### config.mk
export PLATFORM = sky130hd
export DESIGN_NAME = mem_test_sequencer
export DESIGN_NICKNAME = d
export VERILOG_FILES = /design/src/rtl/mem_test_pkg.sv /design/src/rtl/mem_test_addr_gen.sv /design/src/rtl/mem_test_sequencer.sv
export SDC_FILE = /design/constraint.sdc
export NUM_CORES = 1
export LEC_CHECK = 0
export CAP_MARGIN = 20
export CORE_MARGIN = 3
export CORE_UTILIZATION = 51
export CTS_CLUSTER_SIZE = 24
export DETAILED_ROUTE_END_ITERATION = 16
export PLACE_DENSITY = 0.85
export SLEW_MARGIN = 20
export SYNTH_ARGS = -nofsm -noshare
export SYNTH_HDL_FRONTEND = slang
export SYNTH_SLANG_ARGS = --single-unit
### constraint.sdc
create_clock -name Clk -period 2 [get_ports Clk]
set_input_delay 0.5 -clock Clk [delete_from_list [all_inputs] [get_ports Clk]]
set_output_delay 0.5 -clock Clk [all_outputs]
set_load 0.02 [all_outputs]
### src/rtl/mem_test_pkg.sv
// ----------------------------------------------------------------------------
// mem_test_pkg
// Shared types and constants for the memory test sequencer:
//   state_t      FSM states (IDLE, DELAY, ISSUE, WAIT, DONE)
//   PH_WRITE/PH_READ   phase encoding
//   RWB_WRITE/RWB_READ ReqRWB encoding
//   PATTERN_XOR  constant XORed into the address byte to form test data
//   pattern_byte helper producing the 8-bit data pattern for an address byte
// ----------------------------------------------------------------------------
package mem_test_pkg;

    typedef enum logic [2:0] {
        IDLE,
        DELAY,
        ISSUE,
        WAIT,
        DONE
    } state_t;

    localparam logic PH_WRITE  = 1'b0;
    localparam logic PH_READ   = 1'b1;

    localparam logic RWB_WRITE = 1'b0;
    localparam logic RWB_READ  = 1'b1;

    localparam logic [7:0] PATTERN_XOR = 8'hA5;

    function automatic logic [7:0] pattern_byte(input logic [7:0] addr_byte);
        return addr_byte ^ PATTERN_XOR;
    endfunction

endpackage

### src/rtl/mem_test_addr_gen.sv
// ----------------------------------------------------------------------------
// mem_test_addr_gen
// Holds the transaction index and maps it to a request address and the
// patterned data word for that address.
//   Clk, ResetN  clock, asynchronous active-low reset
//   clear        force index to 0 (held while the sequencer is idle)
//   advance      step to the next index; wraps to 0 after the last one
//   addr         address for the current index (sequential or strided)
//   data         pattern byte for addr, replicated across DATA_W
//   last         current index is NUM_REQ-1
// ----------------------------------------------------------------------------
module mem_test_addr_gen
    import mem_test_pkg::*;
#(
    parameter int ADDR_W  = 6,
    parameter int DATA_W  = 8,
    parameter int NUM_REQ = 16,
    parameter int MODE    = 0,
    parameter int STRIDE  = 5
) (
    input  logic              Clk,
    input  logic              ResetN,
    input  logic              clear,
    input  logic              advance,
    output logic [ADDR_W-1:0] addr,
    output logic [DATA_W-1:0] data,
    output logic              last
);

    localparam logic [ADDR_W-1:0] IDX_LAST = ADDR_W'(NUM_REQ - 1);
    localparam logic [ADDR_W-1:0] STRIDE_W = ADDR_W'(STRIDE);
    localparam int                REP      = (DATA_W + 7) / 8;

    logic [ADDR_W-1:0] idx;
    logic [7:0]        addr_byte;
    logic [REP*8-1:0]  data_rep;

    // NOTE: the index is plain control state, so it sits on the async reset
    // like every other register here; nothing in this block is a memory array.
    always_ff @(posedge Clk or negedge ResetN) begin
        if (!ResetN) begin
            idx <= '0;
        end else if (clear) begin
            idx <= '0;
        end else if (advance) begin
            idx <= last ? '0 : idx + 1'b1;
        end
    end

    assign last = (idx == IDX_LAST);

    // The product is truncated to ADDR_W bits, which is exactly the
    // "mod 2**ADDR_W" wrap of the strided pattern.
    generate
        if (MODE == 1) begin : g_strided
            assign addr = idx * STRIDE_W;
        end else begin : g_sequential
            assign addr = idx;
        end
    endgenerate

    // Address is zero-extended or truncated to one byte before the XOR,
    // then the byte is tiled across the data word.
    assign addr_byte = 8'(addr);
    assign data_rep  = {REP{pattern_byte(addr_byte)}};
    assign data      = data_rep[DATA_W-1:0];

endmodule

### src/rtl/mem_test_sequencer.sv
// ----------------------------------------------------------------------------
// mem_test_sequencer
// Processor-side traffic sequencer for the cache memory system. After a run
// is started (Enable high in IDLE) and START_DELAY cycles have elapsed it
// writes NUM_REQ patterned words, reads them back, and counts mismatches.
// One request is outstanding at a time.
//
// Optional feature: define MEM_TEST_HIT_STATS_EN to add HitCount/MissCount
// outputs (16-bit saturating, cleared on run start). Without it RspHit is
// ignored.
//
// Ports:
//   Clk, ResetN     clock, asynchronous active-low reset
//   Enable          level; starts a run from IDLE, dropping it ends the run
//                   after the current request completes
//   ReqValid/Ready  request handshake, ReqRWB 1=read 0=write
//   ReqAddr/WData   request address and write data (held until accepted)
//   RspValid        one-cycle response strobe per accepted request
//   RspHit          cache hit flag with RspValid
//   RspRData        read data with RspValid
//   Busy            high in DELAY/ISSUE/WAIT
//   Done            high in DONE
//   ErrCount        read-back mismatches, saturating at 255
// ----------------------------------------------------------------------------
module mem_test_sequencer
    import mem_test_pkg::*;
#(
    parameter int ADDR_W      = 6,
    parameter int DATA_W      = 8,
    parameter int NUM_REQ     = 16,
    parameter int START_DELAY = 3,
    parameter int MODE        = 0,
    parameter int STRIDE      = 5
) (
    input  logic              Clk,
    input  logic              ResetN,
    input  logic              Enable,
    output logic              ReqValid,
    input  logic              ReqReady,
    output logic              ReqRWB,
    output logic [ADDR_W-1:0] ReqAddr,
    output logic [DATA_W-1:0] ReqWData,
    input  logic              RspValid,
    input  logic              RspHit,
    input  logic [DATA_W-1:0] RspRData,
    output logic              Busy,
    output logic              Done,
`ifdef MEM_TEST_HIT_STATS_EN
    output logic [15:0]       HitCount,
    output logic [15:0]       MissCount,
`endif
    output logic [7:0]        ErrCount
);

    localparam int DLY_W = (START_DELAY > 1) ? $clog2(START_DELAY) : 1;

    state_t            state;
    logic              phase;
    logic              was_last;
    logic [DLY_W-1:0]  dly_cnt;

    logic              gen_clear;
    logic              gen_advance;
    logic [ADDR_W-1:0] gen_addr;
    logic [DATA_W-1:0] gen_data;
    logic              gen_last;

    // The index advances at the handshake, so while waiting for the
    // response the generator already presents the next request.
    assign gen_clear   = (state == IDLE);
    assign gen_advance = (state == ISSUE) && ReqReady;

    mem_test_addr_gen #(
        .ADDR_W  (ADDR_W),
        .DATA_W  (DATA_W),
        .NUM_REQ (NUM_REQ),
        .MODE    (MODE),
        .STRIDE  (STRIDE)
    ) u_addr_gen (
        .Clk     (Clk),
        .ResetN  (ResetN),
        .clear   (gen_clear),
        .advance (gen_advance),
        .addr    (gen_addr),
        .data    (gen_data),
        .last    (gen_last)
    );

    // NOTE: sequential state uses non-blocking assignments only, so every
    // branch below reads the pre-edge values of state, phase and counters.
    always_ff @(posedge Clk or negedge ResetN) begin
        if (!ResetN) begin
            state    <= IDLE;
            phase    <= PH_WRITE;
            was_last <= 1'b0;
            dly_cnt  <= '0;
            ReqValid <= 1'b0;
            ReqRWB   <= RWB_WRITE;
            ReqAddr  <= '0;
            ReqWData <= '0;
            Busy     <= 1'b0;
            Done     <= 1'b0;
            ErrCount <= '0;
        end else begin
            case (state)
                IDLE: begin
                    if (Enable) begin
                        ErrCount <= '0;
                        phase    <= PH_WRITE;
                        Busy     <= 1'b1;
                        Done     <= 1'b0;
                        if (START_DELAY == 0) begin
                            state    <= ISSUE;
                            ReqValid <= 1'b1;
                            ReqRWB   <= RWB_WRITE;
                            ReqAddr  <= gen_addr;
                            ReqWData <= gen_data;
                        end else begin
                            state   <= DELAY;
                            dly_cnt <= DLY_W'(START_DELAY - 1);
                        end
                    end
                end

                DELAY: begin
                    if (!Enable) begin
                        // Nothing issued yet, so the run can stop at once.
                        state <= IDLE;
                        Busy  <= 1'b0;
                    end else if (dly_cnt == '0) begin
                        state    <= ISSUE;
                        ReqValid <= 1'b1;
                        ReqRWB   <= RWB_WRITE;
                        ReqAddr  <= gen_addr;
                        ReqWData <= gen_data;
                    end else begin
                        dly_cnt <= dly_cnt - 1'b1;
                    end
                end

                ISSUE: begin
                    // Enable is ignored here: an offered request is always
                    // carried through to its response.
                    if (ReqReady) begin
                        ReqValid <= 1'b0;
                        was_last <= gen_last;
                        state    <= WAIT;
                    end
                end

                WAIT: begin
                    if (RspValid) begin
                        // ReqWData still holds the pattern of the request
                        // being answered, so it doubles as the expected data.
                        if ((phase == PH_READ) && (RspRData != ReqWData) &&
                            (ErrCount != 8'hFF)) begin
                            ErrCount <= ErrCount + 8'd1;
                        end
                        if (!Enable) begin
                            state <= IDLE;
                            Busy  <= 1'b0;
                        end else if (!was_last) begin
                            state    <= ISSUE;
                            ReqValid <= 1'b1;
                            ReqRWB   <= (phase == PH_READ) ? RWB_READ : RWB_WRITE;
                            ReqAddr  <= gen_addr;
                            ReqWData <= gen_data;
                        end else if (phase == PH_WRITE) begin
                            phase    <= PH_READ;
                            state    <= ISSUE;
                            ReqValid <= 1'b1;
                            ReqRWB   <= RWB_READ;
                            ReqAddr  <= gen_addr;
                            ReqWData <= gen_data;
                        end else begin
                            state <= DONE;
                            Busy  <= 1'b0;
                            Done  <= 1'b1;
                        end
                    end
                end

                DONE: begin
                    if (!Enable) begin
                        state <= IDLE;
                        Done  <= 1'b0;
                    end
                end

                default: begin
                    state <= IDLE;
                end
            endcase
        end
    end

`ifdef MEM_TEST_HIT_STATS_EN
    logic run_start;
    logic rsp_seen;

    assign run_start = (state == IDLE) && Enable;
    assign rsp_seen  = (state == WAIT) && RspValid;

    always_ff @(posedge Clk or negedge ResetN) begin
        if (!ResetN) begin
            HitCount  <= '0;
            MissCount <= '0;
        end else if (run_start) begin
            HitCount  <= '0;
            MissCount <= '0;
        end else if (rsp_seen) begin
            if (RspHit) begin
                if (HitCount != 16'hFFFF) HitCount <= HitCount + 16'd1;
            end else begin
                if (MissCount != 16'hFFFF) MissCount <= MissCount + 16'd1;
            end
        end
    end
`else
    logic unused_rsp_hit;
    assign unused_rsp_hit = RspHit;
`endif

endmodule
==> summary.txt <==
Run status
  – Status: finished clean

Drt
  – Total number of vias: 1739
  – Final WL: 4420 um
  – ANT nets after route: 0
  – Post-route DRC: 0
  – First-iteration detailed-routing DRC count: 147
  – DRT Pass-1 Iters: 4
  – Routed wire per std cell: 14.6 um
  – Vias per inst: 5.74

Logic synthesis
  – Top FF cell, synth: dfrtp_1
  – Flops & latches, synth: 35
  – Number of flops mapped to enable cells by yosys: 0
  – Sequential share of the synthesized area: 44.9%
  – Mean post-synth cell area: 9.76 um2
  – Synth area leaders: dfrtp_1 (45%), nand2_1 (4.0%), mux2_4 (3.8%)
  – Yosys warning count: 0
  – Syn Std Cell Area: 1950 um2
  – Cell variety after synth: 49
  – Dominant cell type by area after synthesis: dfrtp_1
  – Post-Synthesis Cells: 200
  – Syn Nets: 217
  – Fraction of registers with async set/reset: 100%
  – Post-synth top area share: 44.9%

Pwr
  – Worst vdd ir: 0.581 mV
  – P_leak: 1.13 nW
  – Pwr Total: 0.00258 W
  – Power Dens Cells: 1010 nW/um2

Layout
  – Layout area overhead: 30.8%
  – Most frequent cells in the layout: dfrtp_1 (35), clkdlybuf4s50_1 (34), buf_4 (23)
  – Fill cells: 276
  – Layout cells sized above 1: 16.3%
  – Leading cell type in the layout, fill and taps excluded: dfrtp_1
  – Final #Nets: 273
  – Number of inserted diodes: 0

Clock network
  – Clock Sinks: 35
  – Skew-Pair Late Insertion Delay: 0.29 ns
  – Clock-pin slew on the worst setup and hold paths: 0.07 ns
  – CTS max path bufs: 2
  – CTS Hold Bufs: 0
  – Total CTS buffers: 5
  – H-tree levels: 2
  – TritonCTS clock tree: built
  – Root Driver: clkbuf_8

Global route
  – First-pass GRT wire length: 7680 um
  – Number of global-route vias before repair: 1706
  – Largest net degree at the start of global routing: 36
  – Initial antenna violation count: 0
  – Global route overflow: 0
  – Total GRT Usage: 22.4%

Floorplan
  – # IOs: 40
  – Die X: 67.9 um
  – Die ar.: 4610 um2
  – Row count: 21
  – Initial core utilization: 55.4%
  – Core area: 3520 um2
  – Die Y: 67.9 um

Job
  – Max-cap violations: 0

Worst setup path
  – Slowest stage cell, crit path: or4_4
  – Data arrival, critical path: 2.14 ns
  – Critical-path cell list: clkdlybuf4s50_1 -> xor2_1 -> or4_4 -> o21ai_4 -> nor4_2 -> a211o_1
  – Worst endpoint required time: 2.18 ns
  – Max incr delay on CP: 0.51 ns
  – Endpoint type of the worst setup path: register
  – Buf/Inv on CP: 1
  – Worst-path fanout max: 7
  – CP Class: input pin to register
  – CP top delay family: simple AND/OR/NAND/NOR gates
  – Crit path launch type: input pin

STA
  – Fmax achieved: 511 MHz
  – RSZ-0062 raised after global routing: true
  – Final hold violation count: 0
  – Final setup viols: 0
  – Max Slew Vio Count: 0
  – Period utilisation layout: 97.9%
  – Total Negative Setup Slacks: 0 ns
  – Skew final: 0.00985 ns
  – Crit path time final: 1.96 ns

Place
  – Port Buffers: 37
  – Routability Congestion: 0.923
  – Post-detail-place hpwl: 3310 um

Hold path
  – Hold Path Class: register to register
[worst paths after layout]
kind | from | to | slack, ns | depth (start not counted)
worst max-delay path | RspRData[2] | ErrCount[2] | 0.04 | 6
max in group asynchronous | ResetN | Done | 1.07 | 2
worst min register to register | u_addr_gen.addr[5] | ReqWData[5] | 0.50 | 1
worst max register to register | ReqAddr[4] | ErrCount[2] | 0.14 | 5
worst min-delay path | u_addr_gen.addr[5] | ReqWData[5] | 0.50 | 1
min in group asynchronous | ResetN | state[1] | 0.62 | 2
[cell families after synthesis]
logic type      after synthesis  share of synthesized area, %
simple gates                 70                          19.3
compound gates               54                          18.5
flops                        35                          44.9
buf+inv                      21                          6.28
xor+xnor                      9                          4.04
mux                           7                          4.87
fa+ha+maj                     3                          1.92
other cells                   1                         0.192
[layer usage]
metal  global-route usage [%]  part of all wire (%)  wire length (um)
met4                     7.94                   1.4                63
met5                        0                     0                 0
met3                     5.91                   6.0               266
met1                     27.3                    43              1900
met2                     38.3                    50              2190
[cell usage after synthesis (4+ instances only)]
library cell  instances
nand2_1              21
nand3_1               8
inv_1                 9
nand4_1               6
a21oi_1               6
buf_4                 5
nor2_1               13
o21ai_1               9
xor2_1                4
nor3_1                7
o21ai_0               8
a31oi_1               8
xnor2_1               5
dfrtp_1              35
mux2_4                5
[flip-flops by register name (all words and copies together), names as in the netlist, 2 cells and up]
register and cells:
ErrCount 8, ReqAddr 6, u_addr_gen.addr 6, ReqWData 4
state 3, dly_cnt 2
[through the flow]
step	hold WS (ns)	area [um2]	setup slack, ns	utilization (%)	std cells
2_1_floorplan	0.204	1950	0.191	-	200
3_3_place_gp	0.470	2470	-0.274	70.1	295
3_5_place_dp	0.484	2470	-0.326	70.1	295
4_1_cts	0.502	2550	0.0239	72.4	303
5_1_grt	0.525	2550	-0.0151	72.5	303
6_report	0.501	2550	0.0429	72.5	303
[power breakdown]
group	switching, W	leakage [nW]	internal (W)	total, W
Clock	0.000247	0.0422	0.000244	0.000491
Sequential	0.000114	0.464	0.000845	0.000959
Combinational	0.000588	0.624	0.000544	0.00113
[area by class of cell]
cell class / count / area (um2) / share of cell area (%)
inverters: 10 / 37.5 / 1.47
clock buffers: 7 / 76.3 / 2.99
well taps: 46 / 57.6 / 2.25
repair buffers: 60 / 547 / 21.4
clock inverters: 1 / 5.00 / 0.196
multi-input cells: 144 / 953 / 37.4
flip-flops and latches: 35 / 876 / 34.3
[timing repair]
action	CTS	global route
pin swaps	2	1
gates resized for setup	1	2
setup endpoints to repair	1	7
buffers inserted	0	0
Note: power is estimated with default switching activity, not from simulation.
